<file path="src/rtl/ram_arbiter.sv">
// ram_arbiter: shares the single-port, 1-cycle-latency system RAM between the
// paged CPU bus (read/write) and the video fetch unit (read-only).
module ram_arbiter #(
  parameter bit FAIR = 1'b1
) (
  input  logic        clk,
  input  logic        reset,
  input  logic        cpu_req,
  input  logic        cpu_rw,
  input  logic [2:0]  cpu_page,
  input  logic [15:0] cpu_addr,
  input  logic [7:0]  cpu_wdata,
  output logic [7:0]  cpu_rdata,
  output logic        cpu_ack,
  input  logic        vid_req,
  input  logic [18:0] vid_addr,
  output logic [7:0]  vid_rdata,
  output logic        vid_ack,
  output logic        ram_cs,
  output logic        ram_rw,
  output logic        ram_read,
  output logic [18:0] ram_addr,
  output logic [7:0]  ram_wdata,
  input  logic [7:0]  ram_rdata
);
  typedef enum logic [1:0] {IDLE, ISSUE, WAIT} state_t;

  state_t state_reg, state_next;
  logic   last_reg;   // last port served: 0 = CPU, 1 = video
  logic   port_reg;   // port owning the transaction in flight
  logic   read_reg;
  logic   cpu_pend, vid_pend, cpu_allowed;
  logic   grant, grant_vid;

  // A port is masked during its own ack cycle so a stale request is not re-served
  assign cpu_pend = cpu_req & ~cpu_ack;
  assign vid_pend = vid_req & ~vid_ack;

  // Strict priority: a raised video request, even a masked one, holds the CPU off
  assign cpu_allowed = FAIR ? cpu_pend : (cpu_pend & ~vid_req);

  always_ff @(posedge clk or posedge reset) begin
    if (reset) begin
      state_reg <= IDLE;
    end else begin
      state_reg <= state_next;
    end
  end

  always_comb begin
    state_next = state_reg;
    grant      = 1'b0;
    grant_vid  = 1'b0;
    case (state_reg)
      IDLE: begin
        if (vid_pend || cpu_allowed) begin
          grant      = 1'b1;
          state_next = ISSUE;
          if (vid_pend && cpu_allowed) begin
            grant_vid = ~last_reg;
          end else begin
            grant_vid = vid_pend;
          end
        end
      end
      ISSUE: begin
        state_next = WAIT;
      end
      WAIT: begin
        state_next = IDLE;
        if (port_reg ? cpu_allowed : vid_pend) begin
          grant      = 1'b1;
          grant_vid  = ~port_reg;
          state_next = ISSUE;
        end
      end
      default: begin
        state_next = IDLE;
      end
    endcase
  end

  always_ff @(posedge clk or posedge reset) begin
    if (reset) begin
      last_reg  <= 1'b0;
      port_reg  <= 1'b0;
      read_reg  <= 1'b0;
      ram_cs    <= 1'b0;
      ram_rw    <= 1'b1;
      ram_read  <= 1'b0;
      ram_addr  <= '0;
      ram_wdata <= '0;
      cpu_ack   <= 1'b0;
      vid_ack   <= 1'b0;
      cpu_rdata <= '0;
      vid_rdata <= '0;
    end else begin
      cpu_ack  <= 1'b0;
      vid_ack  <= 1'b0;
      ram_cs   <= 1'b0;
      ram_read <= 1'b0;
      ram_rw   <= 1'b1;

      // ram_rdata is valid during WAIT; complete the transaction at its end
      if (state_reg == WAIT) begin
        last_reg <= port_reg;
        if (port_reg) begin
          vid_ack   <= 1'b1;
          vid_rdata <= ram_rdata;
        end else begin
          cpu_ack <= 1'b1;
          if (read_reg) begin
            cpu_rdata <= ram_rdata;
          end
        end
      end

      if (grant) begin
        port_reg <= grant_vid;
        ram_cs   <= 1'b1;
        if (grant_vid) begin
          ram_addr <= vid_addr;
          ram_rw   <= 1'b1;
          ram_read <= 1'b1;
          read_reg <= 1'b1;
        end else begin
          ram_addr  <= {cpu_page, cpu_addr};
          ram_wdata <= cpu_wdata;
          ram_rw    <= cpu_rw;
          ram_read  <= cpu_rw;
          read_reg  <= cpu_rw;
        end
      end
    end
  end

endmodule

</file>
<file path="config.mk">
export PLATFORM = sky130hd
export DESIGN_NAME = ram_arbiter
export DESIGN_NICKNAME = d
export VERILOG_FILES = /design/src/rtl/ram_arbiter.sv
export SDC_FILE = /design/constraint.sdc
export NUM_CORES = 1
export LEC_CHECK = 0
export BUFFER_PORTS_ARGS = -buffer_cell sky130_fd_sc_hd__buf_2
export CAP_MARGIN = 25
export CORE_ASPECT_RATIO = 0.75
export CORE_UTILIZATION = 46
export DETAILED_ROUTE_END_ITERATION = 10
export PLACE_DENSITY = 0.8
export SYNTH_ARGS = -nofsm -noshare
export SYNTH_HDL_FRONTEND = slang
export SYNTH_SLANG_ARGS = --single-unit
export TNS_END_PERCENT = 50
</file>
<file path="constraint.sdc">
create_clock -name clk -period 2 [get_ports clk]
set_input_delay 0.3 -clock clk [delete_from_list [all_inputs] [get_ports clk]]
set_output_delay 0.3 -clock clk [all_outputs]
set_load 0.05 [all_outputs]
</file>
==> run metrics <==
status completed; Worst-path clk slew 0.09 ns; DRC 0; Syn Inst Count 186; dominant synthesized flop cell dfrtp_1; initial antenna violation count 0; Critical Path Max Stage Delay 0.46 ns; vias in the first global route 1,685; CP delay by family, top flip-flops; WP buf/inv 1; All-Layer GR Usage 19.04%; post-synthesis area per instance approximately 12 sq um; layout cells sized above 1 about 49%; Netlist cell types 25; final hold viol count 0; number of clock sinks 53; worst hold-check path type input port to async pin; CP max FO 21; Period minus WS final 1.744 ns; GP Congestion 0.7214; die height 62.46 microns; routed wire length around 4600 microns; Seq/Total Area, Yosys slightly below 60%; largest net degree at the start of global routing 54; initial cell density of the core around half; Port Buffer Count around 110; HPWL Detailed 3383 microns; worst-case clock buffer depth 2; fin util between 60% and 70%; Final setup viols 0; Post-synth EDFFs 0; arrival time at the worst endpoint ~1.9 ns; Worst Tran Pin Value 0.4112 ns; global-route wire length before repair 7376 microns; clock latency on the worst-skew pair approximately 0.29 ns; RSZ-0062 raised after global routing no; max-cap violation count 0; DR iter-0 viols between 70 and 80; die width 82.62 microns; crit path from state_reg[1]; Rel. slew slack between 70% and 80%; hold buffer count at cts 0; htree depth 2; critical path class flip-flop to flip-flop; die area 5160 sq um; Root Driver clkbuf_8; period utilisation layout 87.19%; nets@finish 351; synth warn 0; cts repair resizes 0; top-level I/O count 107; row count 21; CP max-delay cell dfrtp_1; DR vias 1,777; asr flop ratio synth 100.0%; most common cell after layout, fill and taps aside buf_2; wire per inst 13.12 microns; mapped cell area roughly 2200 sq um; FF+latch count, synth between 50 and 60; most frequent cells in the layout buf_2 (106), dfrtp_1 (52), nand2_1 (27); DR vias/cell 5.077; Routed Antenna Nets 0; Cell Chain, Critical Path nor4bb_1, a2111o_2, buf_12, mux2i_1, a31oi_1; max-slew violation count 0; Antenna Cells 0; Syn Nets 245; CP endpoint kind flip-flop; Fmax 0.5735 GHz; TNS Setup 0 ns; cts bufs inserted 5; # fillers about 380; Worst Path Required roughly 2.2 ns; Syn-to-layout area delta 31.03%; Clock Skew 0.009636 ns; DRT Pass-1 Iters 4; total setup buffers inserted after CTS 0; Critical R2R Launch state_reg[1]; CTS tree yes; Top reg by flops ram_addr; max FFs per register 19; startpoint types flip-flop; total global routing overflow 0; core area 4572 sq um
worst min-delay path, cell delays in order:
cell	delay, ns
buf_2	0.10
inv_2	0.06
buf_12	0.26
area by class of cell:
type                            count  area (sq um)  share of cell area [%]
Inverter                            4         15.01                  0.5111
Clock inverter                      1         7.507                  0.2555
Multi-Input combinational cell    118         844.6                   28.75
Sequential cell                    53          1328                   45.19
Clock buffer                        7         86.33                   2.939
Timing Repair Buffer              110         585.6                   19.93
Tap cell                           57         71.32                   2.428
through the flow:
| stage | hold WS (ns) | setup WS [ns] | instance area (sq um) | cells |
|---|---|---|---|---|
| after floorplan | 0.4054 | 0.1457 | 2242 | 186 |
| after global placement | 0.3644 | 0.3747 | 2844 | 342 |
| after detailed placement | 0.3683 | 0.3063 | 2844 | 342 |
| after CTS | 0.04289 | 0.2877 | 2938 | 350 |
| after global routing | 0.06616 | 0.1775 | 2938 | 350 |
| final | 0.03761 | 0.2562 | 2938 | 350 |
cells in the mapped netlist (all sizes together), types with 2 or more instances:
library cell / count / area [sq um]
dfrtp: 52 / 1301
nand2: 27 / 101.4
a21oi: 20 / 103.9
a31oi: 19 / 118.9
mux2i: 19 / 190.2
mux2: 17 / 191.4
buf: 7 / 47.54
clkbuf: 4 / 15.01
nand2b: 4 / 32.53
inv: 3 / 11.26
nand3b: 2 / 15.01
nor2b: 2 / 12.51
path summary, 6_finish.rpt:
kind | to | slack, ns | cells past startpoint
min in group clk | vid_rdata[3] | 0.21 | 3
max in group asynchronous | ram_rw | 1.68 | 3
min | vid_rdata[1] | 0.04 | 3
max | ram_addr[0] | 0.26 | 5
max reg2reg | ram_addr[0] | 0.26 | 5
min reg2reg | vid_rdata[5] | 0.48 | 2
layer usage:
layer	share of wire [%]	global-route usage, %	wire [microns]
met1	43	23.77	1989
met2	49	31.82	2240
met3	6.9	4.964	318
met4	0.91	6.250	42
met5	0	0	0
cell families after synthesis:
group	count (synthesis)	share of synthesized area (%)
AO/OA/AOI/OAI	42	11.50
buffers and inverters	15	3.459
flip-flops	53	59.21
multiplexers	36	17.02
AND/OR/NAND/NOR	40	8.817
Power is not shown: default switching activity piles up to over one toggle a cycle in this logic, so the estimate is an artifact.
